--- src/rtl/softmax_pkg.sv ---
// rtl/softmax_pkg.sv - shared Q16.16 constants, defaults and collector state encoding
package softmax_pkg;

    localparam int WIDTH          = 32;
    localparam int FRAC_WIDTH     = 16;
    localparam int TILE_SIZE      = 8;
    localparam int TOTAL_ELEMENTS = 64;

    localparam logic [WIDTH-1:0] Q_ZERO = '0;
    localparam logic [WIDTH-1:0] Q_ONE  = WIDTH'(1) << FRAC_WIDTH;
    localparam logic [WIDTH-1:0] Q_HALF = WIDTH'(1) << (FRAC_WIDTH - 1);

    typedef enum logic [1:0] {
        ST_IDLE    = 2'd0,
        ST_COLLECT = 2'd1,
        ST_DRAIN   = 2'd2,
        ST_FINISH  = 2'd3
    } collector_state_t;

    // Counter width helper: a degenerate depth of 1 still needs one bit.
    function automatic int clog2_min1(input int n);
        return (n <= 2) ? 1 : $clog2(n);
    endfunction

endpackage

--- src/rtl/softmax_tile_collector_if.sv ---
// rtl/softmax_tile_collector_if.sv - control, tile input and element output bundle
interface softmax_tile_collector_if #(
    parameter int WIDTH     = softmax_pkg::WIDTH,
    parameter int TILE_SIZE = softmax_pkg::TILE_SIZE
);
    logic                        en;
    logic                        start;
    logic [TILE_SIZE*WIDTH-1:0]  tile_in;
    logic                        tile_in_valid;
    logic                        src_done;
    logic [WIDTH-1:0]            elem_out;
    logic                        elem_valid;
    logic                        elem_ready;
    logic                        elem_last;
    logic                        busy;
    logic                        done;
    logic                        err;

    modport master (
        output en, start, tile_in, tile_in_valid, src_done, elem_ready,
        input  elem_out, elem_valid, elem_last, busy, done, err
    );

    modport slave (
        input  en, start, tile_in, tile_in_valid, src_done, elem_ready,
        output elem_out, elem_valid, elem_last, busy, done, err
    );
endinterface

--- src/rtl/ram_1w1r.sv ---
// rtl/ram_1w1r.sv - simple dual-port RAM, one write port and one registered read port
module ram_1w1r #(
    parameter int DATA_W = 256,
    parameter int DEPTH  = 8,
    parameter int ADDR_W = 3
) (
    input  logic              clk,
    input  logic              wr_en,
    input  logic [ADDR_W-1:0] wr_addr,
    input  logic [DATA_W-1:0] wr_data,
    input  logic              rd_en,
    input  logic [ADDR_W-1:0] rd_addr,
    output logic [DATA_W-1:0] rd_data
);
    logic [DATA_W-1:0] mem [DEPTH];

    always_ff @(posedge clk) begin
        if (wr_en) begin
            mem[wr_addr] <= wr_data;
        end
        if (rd_en) begin
            rd_data <= mem[rd_addr];
        end
    end
endmodule

--- src/rtl/softmax_tile_collector.sv ---
// rtl/softmax_tile_collector.sv - buffers a frame of wide tiles, then drains it one element per beat
module softmax_tile_collector #(
    parameter int WIDTH          = softmax_pkg::WIDTH,
    parameter int TILE_SIZE      = softmax_pkg::TILE_SIZE,
    parameter int TOTAL_ELEMENTS = softmax_pkg::TOTAL_ELEMENTS
) (
    input  logic                     clk,
    input  logic                     rst_n,
    softmax_tile_collector_if.slave  bus
);
    import softmax_pkg::*;

    localparam int WORDS  = TOTAL_ELEMENTS / TILE_SIZE;
    localparam int WORD_W = TILE_SIZE * WIDTH;
    localparam int PTR_W  = clog2_min1(WORDS);
    localparam int IDX_W  = clog2_min1(TILE_SIZE);
    localparam logic [PTR_W-1:0] LAST_PTR = PTR_W'(WORDS - 1);
    localparam logic [IDX_W-1:0] LAST_IDX = IDX_W'(TILE_SIZE - 1);

    collector_state_t  state;
    logic [PTR_W-1:0]  wr_ptr;
    logic [PTR_W-1:0]  rd_ptr;
    logic [IDX_W-1:0]  idx;
    logic              pf_valid;
    logic              rd_all;
    logic              final_word;
    logic [WORD_W-1:0] word_reg;
    logic [WORD_W-1:0] rd_data;
    logic [WIDTH-1:0]  elem_out_r;
    logic              elem_valid_r;
    logic              elem_last_r;
    logic              busy_r;
    logic              done_r;
    logic              err_r;

    logic              in_drain;
    logic              out_adv;
    logic              take_pf;
    logic              emit;
    logic              rd_req;
    logic              last_now;
    logic [WORD_W-1:0] src_word;
    logic [WIDTH-1:0]  next_elem;

    // rd_data acts as the prefetch stage: chunk 0 comes straight from it while
    // the word is copied into word_reg, so the next read overlaps the tile.
    assign in_drain = (state == ST_DRAIN);
    assign out_adv  = !elem_valid_r || bus.elem_ready;
    assign take_pf  = in_drain && out_adv && (idx == '0) && pf_valid;
    assign emit     = in_drain && out_adv && ((idx != '0) || pf_valid);
    assign rd_req   = in_drain && !rd_all && (!pf_valid || take_pf);
    assign src_word = (idx == '0) ? rd_data : word_reg;
    assign last_now = (idx == LAST_IDX) && ((idx == '0) ? rd_all : final_word);

    always_comb begin
        next_elem = '0;
        for (int i = 0; i < TILE_SIZE; i++) begin
            if (idx == IDX_W'(i)) begin
                next_elem = src_word[(TILE_SIZE-1-i)*WIDTH +: WIDTH];
            end
        end
    end

    ram_1w1r #(
        .DATA_W (WORD_W),
        .DEPTH  (WORDS),
        .ADDR_W (PTR_W)
    ) u_buf (
        .clk     (clk),
        .wr_en   (bus.en && (state == ST_COLLECT) && bus.tile_in_valid),
        .wr_addr (wr_ptr),
        .wr_data (bus.tile_in),
        .rd_en   (bus.en && rd_req),
        .rd_addr (rd_ptr),
        .rd_data (rd_data)
    );

    always_ff @(posedge clk or negedge rst_n) begin
        if (!rst_n) begin
            state        <= ST_IDLE;
            wr_ptr       <= '0;
            rd_ptr       <= '0;
            idx          <= '0;
            pf_valid     <= 1'b0;
            rd_all       <= 1'b0;
            final_word   <= 1'b0;
            word_reg     <= '0;
            elem_out_r   <= '0;
            elem_valid_r <= 1'b0;
            elem_last_r  <= 1'b0;
            busy_r       <= 1'b0;
            done_r       <= 1'b0;
            err_r        <= 1'b0;
        end else if (bus.en) begin
            done_r <= 1'b0;
            case (state)
                ST_IDLE: begin
                    if (bus.start) begin
                        state      <= ST_COLLECT;
                        busy_r     <= 1'b1;
                        wr_ptr     <= '0;
                        rd_ptr     <= '0;
                        idx        <= '0;
                        pf_valid   <= 1'b0;
                        rd_all     <= 1'b0;
                        final_word <= 1'b0;
                        err_r      <= 1'b0;
                    end else if (bus.tile_in_valid) begin
                        err_r <= 1'b1;
                    end
                end
                ST_COLLECT: begin
                    if (bus.tile_in_valid) begin
                        if (wr_ptr == LAST_PTR) begin
                            state <= ST_DRAIN;
                        end else begin
                            wr_ptr <= wr_ptr + PTR_W'(1);
                        end
                    end
                    // A short frame never drains; the completing write wins a tie.
                    if (bus.src_done && !(bus.tile_in_valid && (wr_ptr == LAST_PTR))) begin
                        err_r  <= 1'b1;
                        state  <= ST_FINISH;
                        done_r <= 1'b1;
                    end
                end
                ST_DRAIN: begin
                    if (bus.tile_in_valid) begin
                        err_r <= 1'b1;
                    end
                    if (rd_req) begin
                        pf_valid <= 1'b1;
                        if (rd_ptr == LAST_PTR) begin
                            rd_all <= 1'b1;
                        end else begin
                            rd_ptr <= rd_ptr + PTR_W'(1);
                        end
                    end else if (take_pf) begin
                        pf_valid <= 1'b0;
                    end
                    if (take_pf) begin
                        word_reg   <= rd_data;
                        final_word <= rd_all;
                    end
                    if (emit) begin
                        elem_out_r   <= next_elem;
                        elem_valid_r <= 1'b1;
                        elem_last_r  <= last_now;
                        idx          <= (idx == LAST_IDX) ? '0 : idx + IDX_W'(1);
                    end else if (out_adv) begin
                        elem_valid_r <= 1'b0;
                        elem_last_r  <= 1'b0;
                    end
                    if (elem_valid_r && bus.elem_ready && elem_last_r) begin
                        state  <= ST_FINISH;
                        done_r <= 1'b1;
                    end
                end
                ST_FINISH: begin
                    if (bus.tile_in_valid) begin
                        err_r <= 1'b1;
                    end
                    state  <= ST_IDLE;
                    busy_r <= 1'b0;
                end
                default: state <= ST_IDLE;
            endcase
        end
    end

    assign bus.elem_out   = elem_out_r;
    assign bus.elem_valid = elem_valid_r;
    assign bus.elem_last  = elem_last_r;
    assign bus.busy       = busy_r;
    assign bus.done       = done_r;
    assign bus.err        = err_r;
endmodule
--- src/flat_wrapper.sv ---
// flat-port wrapper written by rule: the top's interface ports become plain ports
module softmax_tile_collector_flat import softmax_pkg::*;
#(
    parameter int WIDTH          = softmax_pkg::WIDTH,
    parameter int TILE_SIZE      = softmax_pkg::TILE_SIZE,
    parameter int TOTAL_ELEMENTS = softmax_pkg::TOTAL_ELEMENTS
)
  (clk, rst_n, bus_en, bus_start, bus_tile_in, bus_tile_in_valid, bus_src_done, bus_elem_ready, bus_elem_out, bus_elem_valid, bus_elem_last, bus_busy, bus_done, bus_err);
  softmax_tile_collector_if #(.WIDTH(WIDTH), .TILE_SIZE(TILE_SIZE)) bus_i ();
  input  logic clk;
  input  logic rst_n;
  input wire logic [$bits(bus_i.en)-1:0] bus_en;
  input wire logic [$bits(bus_i.start)-1:0] bus_start;
  input wire logic [$bits(bus_i.tile_in)-1:0] bus_tile_in;
  input wire logic [$bits(bus_i.tile_in_valid)-1:0] bus_tile_in_valid;
  input wire logic [$bits(bus_i.src_done)-1:0] bus_src_done;
  input wire logic [$bits(bus_i.elem_ready)-1:0] bus_elem_ready;
  output wire logic [$bits(bus_i.elem_out)-1:0] bus_elem_out;
  output wire logic [$bits(bus_i.elem_valid)-1:0] bus_elem_valid;
  output wire logic [$bits(bus_i.elem_last)-1:0] bus_elem_last;
  output wire logic [$bits(bus_i.busy)-1:0] bus_busy;
  output wire logic [$bits(bus_i.done)-1:0] bus_done;
  output wire logic [$bits(bus_i.err)-1:0] bus_err;
  assign bus_i.en = bus_en;
  assign bus_i.start = bus_start;
  assign bus_i.tile_in = bus_tile_in;
  assign bus_i.tile_in_valid = bus_tile_in_valid;
  assign bus_i.src_done = bus_src_done;
  assign bus_i.elem_ready = bus_elem_ready;
  assign bus_elem_out = bus_i.elem_out;
  assign bus_elem_valid = bus_i.elem_valid;
  assign bus_elem_last = bus_i.elem_last;
  assign bus_busy = bus_i.busy;
  assign bus_done = bus_i.done;
  assign bus_err = bus_i.err;
  softmax_tile_collector #(.WIDTH(WIDTH), .TILE_SIZE(TILE_SIZE), .TOTAL_ELEMENTS(TOTAL_ELEMENTS)) u_core (.clk(clk), .rst_n(rst_n), .bus(bus_i));
endmodule
--- config.mk ---
export PLATFORM = sky130hd
export DESIGN_NAME = softmax_tile_collector_flat
export DESIGN_NICKNAME = d
export VERILOG_FILES = /design/src/rtl/softmax_pkg.sv /design/src/rtl/softmax_tile_collector_if.sv /design/src/rtl/ram_1w1r.sv /design/src/rtl/softmax_tile_collector.sv /design/src/flat_wrapper.sv
export SDC_FILE = /design/constraint.sdc
export NUM_CORES = 2
export LEC_CHECK = 0
export BUFFER_PORTS_ARGS = -buffer_cell sky130_fd_sc_hd__buf_2
export CORE_ASPECT_RATIO = 0.5
export CORE_MARGIN = 5
export CORE_UTILIZATION = 55
export CTS_BUF_LIST = sky130_fd_sc_hd__clkbuf_4
export CTS_CLUSTER_DIAMETER = 150
export DETAILED_ROUTE_END_ITERATION = 6
export PLACE_DENSITY = 0.71
export REMOVE_ABC_BUFFERS = 1
export SETUP_SLACK_MARGIN = 0.02
export SYNTH_ARGS = -nofsm -noshare
export SYNTH_HDL_FRONTEND = slang
export SYNTH_SLANG_ARGS = --single-unit
--- constraint.sdc ---
create_clock -name clk -period 30.2 [get_ports clk]
set_input_delay 6.04 -clock clk [delete_from_list [all_inputs] [get_ports clk]]
set_output_delay 6.04 -clock clk [all_outputs]
set_load 0.01 [all_outputs]
==> impl_metrics.yaml <==
status:
  status: "finished, violations left"
  violations: "slew limit"
global_routing:
  grt_pass1_wl_um: 330800
  globalRouteOverflowTotal: 0
  grt_usage_pct: 23.53
  grt_max_degree: 129
  antenna_found_initial: 81
  first_global_vias: 51689
place:
  portBuffers: 299
  gp_congestion: 0.7701
  dpl.hpwl_um: 122000
  post-place-ws_ns: 19.54
logic_synthesis:
  synth_area_mm2: 0.09913
  synth.avg_cell_area_um2: 21.76
  synth-main-ff-cell: "edfxtp_1"
  synth_cells: 4555
  synth_seq_cells: 2579
  ys_warn_count: 0
  synthArstFlopShare_pct: 10.66
  ys_seq_area_share_pct: 76.73
  synth_edf_count: 2304
  ys_types: 55
timing:
  finalSetupViolCount: 0
  tightest_slew_ns: 1.520
  hold_viol_final: 0
  fmax_ghz: 0.1071
  period_share_pct: 30.91
  max_slew_margin_pct: -1.339
  post-route-min-period_ns: 9.335
  setup_slack_ns: 20.87
  slew_violations: 19
  rsz0062_at_grt: "no"
  tns_ns: 0
  fin_worst_skew_ns: 0.06183
clock_network:
  clk-insertion-delay-late_ns: 1.21
  cts_resized: 0
  htreeDepth: 6
  root_buffer: "clkbuf_4"
  cts_tree: "done"
  post_cts_buffers: 0
  clock_sinks: 2579
  cts_buffers: 576
  clk_pin_slew_worst_paths_ns: 0.07
  hold_buffers: 0
  cts_buffer_depth: 4
die:
  die_area_mm2: 0.1894
  initial_core_util_pct: 55.19
  dieWidth_um: 610.4
  io_pins: 300
  rows: 110
  fp.dieH_um: 310.2
  coreArea_mm2: 0.1796
power:
  powerDensity_mw_per_mm2: 81.80
  p_total_mw: 9.109
  leakagePower_nw: 36.99
  vdd_drop_max_uv: 48.09
hold_path:
  hold_path.class: "flip-flop to flip-flop"
final_layout:
  regArea_mm2: 0.07608
  multi_input_area_mm2: 0.02207
  fill_cells: 12355
  fin_nets: 5536
  largest_reg_flops: 2048
  final_core_util_pct: 62.00
  layout-drive-gt1-share_pct: 42.12
  syn_to_final_growth_pct: 12.33
detailed_routing:
  routed_wl_um: 221800
  drt_first_pass_iters: 6
  ant_nets: 0
  wl_per_cell_um: 27.21
  drc: 0
  dr.first_iter.drc_count: 4312
  routed_via_density: 6.000
  num_vias: 48895
setup_path:
  cp_max_fo: 47
  critPathKind: "primary input to flip-flop"
  critPathLaunchType: "primary input"
  endpoint_kind: "flip-flop"
  cp.arrival_ns: 10.12
  worst_ep_required_time_ns: 30.98
job:
  maxCapViolations: 0
## synth_stat cells, types with 51 or more instances
master | number | share of area (%)
edfxtp_1 | 2304 | 70
mux4_2 | 541 | 12
mux2_2 | 485 | 5.5
dfrtp_1 | 275 | 6.9
clkbuf_1 | 153 | 0.58
nand2_1 | 101 | 0.38
buf_2 | 88 | 0.44
o21ai_0 | 84 | 0.42
and2_1 | 59 | 0.37
a31oi_1 | 56 | 0.35
nand2b_1 | 56 | 0.35
a21oi_1 | 51 | 0.26
## cells in the final DEF, fill, tap and decap left out, drive strengths merged, types with 59 or more instances in the layout
cell type,instances
edfxtp,2304
clkbuf,912
mux4,541
mux2,510
buf,385
dfrtp,275
nand2,101
o21ai,97
clkinv,73
and2,59
## logic make-up after synthesis
| group | count (synthesis) | share of synthesized area (%) |
|---|---|---|
| mux | 1054 | 18.13 |
| fa+ha+maj | 14 | 0.1767 |
| buf+inv | 276 | 1.167 |
| flops | 2579 | 76.73 |
| simple gates | 275 | 1.415 |
| compound gates | 357 | 2.383 |
## where the power goes
part	switching [mW]	total (mW)	internal (mW)
Combinational	0.888	1.76	0.874
Clock	1.33	2.85	1.52
Sequential	0.194	4.50	4.31
## layer usage
| layer | GRT usage [%] | share of wire [%] | routed length, µm |
|---|---|---|---|
| met1 | 31.37 | 39 | 86860 |
| met2 | 39.36 | 51 | 113200 |
| met3 | 5.177 | 7.3 | 16120 |
| met4 | 7.669 | 2.5 | 5526 |
| met5 | 0 | 0.037 | 81 |
## stage by stage
step	hold WS [ns]	instance area, µm²	instances
after CTS	0.4466	111300	8113
after floorplan	0.4324	98040	4296
after global routing	0.4486	111300	8139
after detailed placement	0.4479	103500	7089
final	0.4597	111400	8149
after global placement	0.4386	103500	7089
## final cells by class
type                    count  share of cell area, %
diodes                     36                0.08090
well taps                2408                  2.706
flip-flops and latches   2579                  68.33
clock inverters           112                 0.8596
inverters                  17                0.05955
repair buffers            385                  2.000
clock buffers             912                  6.148
multi-input cells        1700                  19.82
## worst paths after layout
check                      slack (ns)  cells past startpoint                startpoint                         to
hold / removal                   0.46                      1  u_core.u_buf.rd_data[55]        u_core.word_reg[55]
min in group asynchronous        4.90                      1                     rst_n        u_core.word_reg[48]
max in group asynchronous       23.56                      2                     rst_n           u_core.rd_ptr[0]
setup / recovery                20.87                      6                    bus_en   u_core.u_buf.mem[3][223]
hold reg to reg                  0.46                      1  u_core.u_buf.rd_data[55]        u_core.word_reg[55]
setup reg to reg                24.73                      6          u_core.rd_ptr[0]  u_core.u_buf.rd_data[195]
## worst max-delay path, stage by stage
cell	delay [ns]
buf_2	0.28
nand4_1	0.42
nor2_4	0.93
buf_4	0.80
buf_4	0.75
buf_4	0.70
Note: power is estimated with default switching activity, not from simulation.
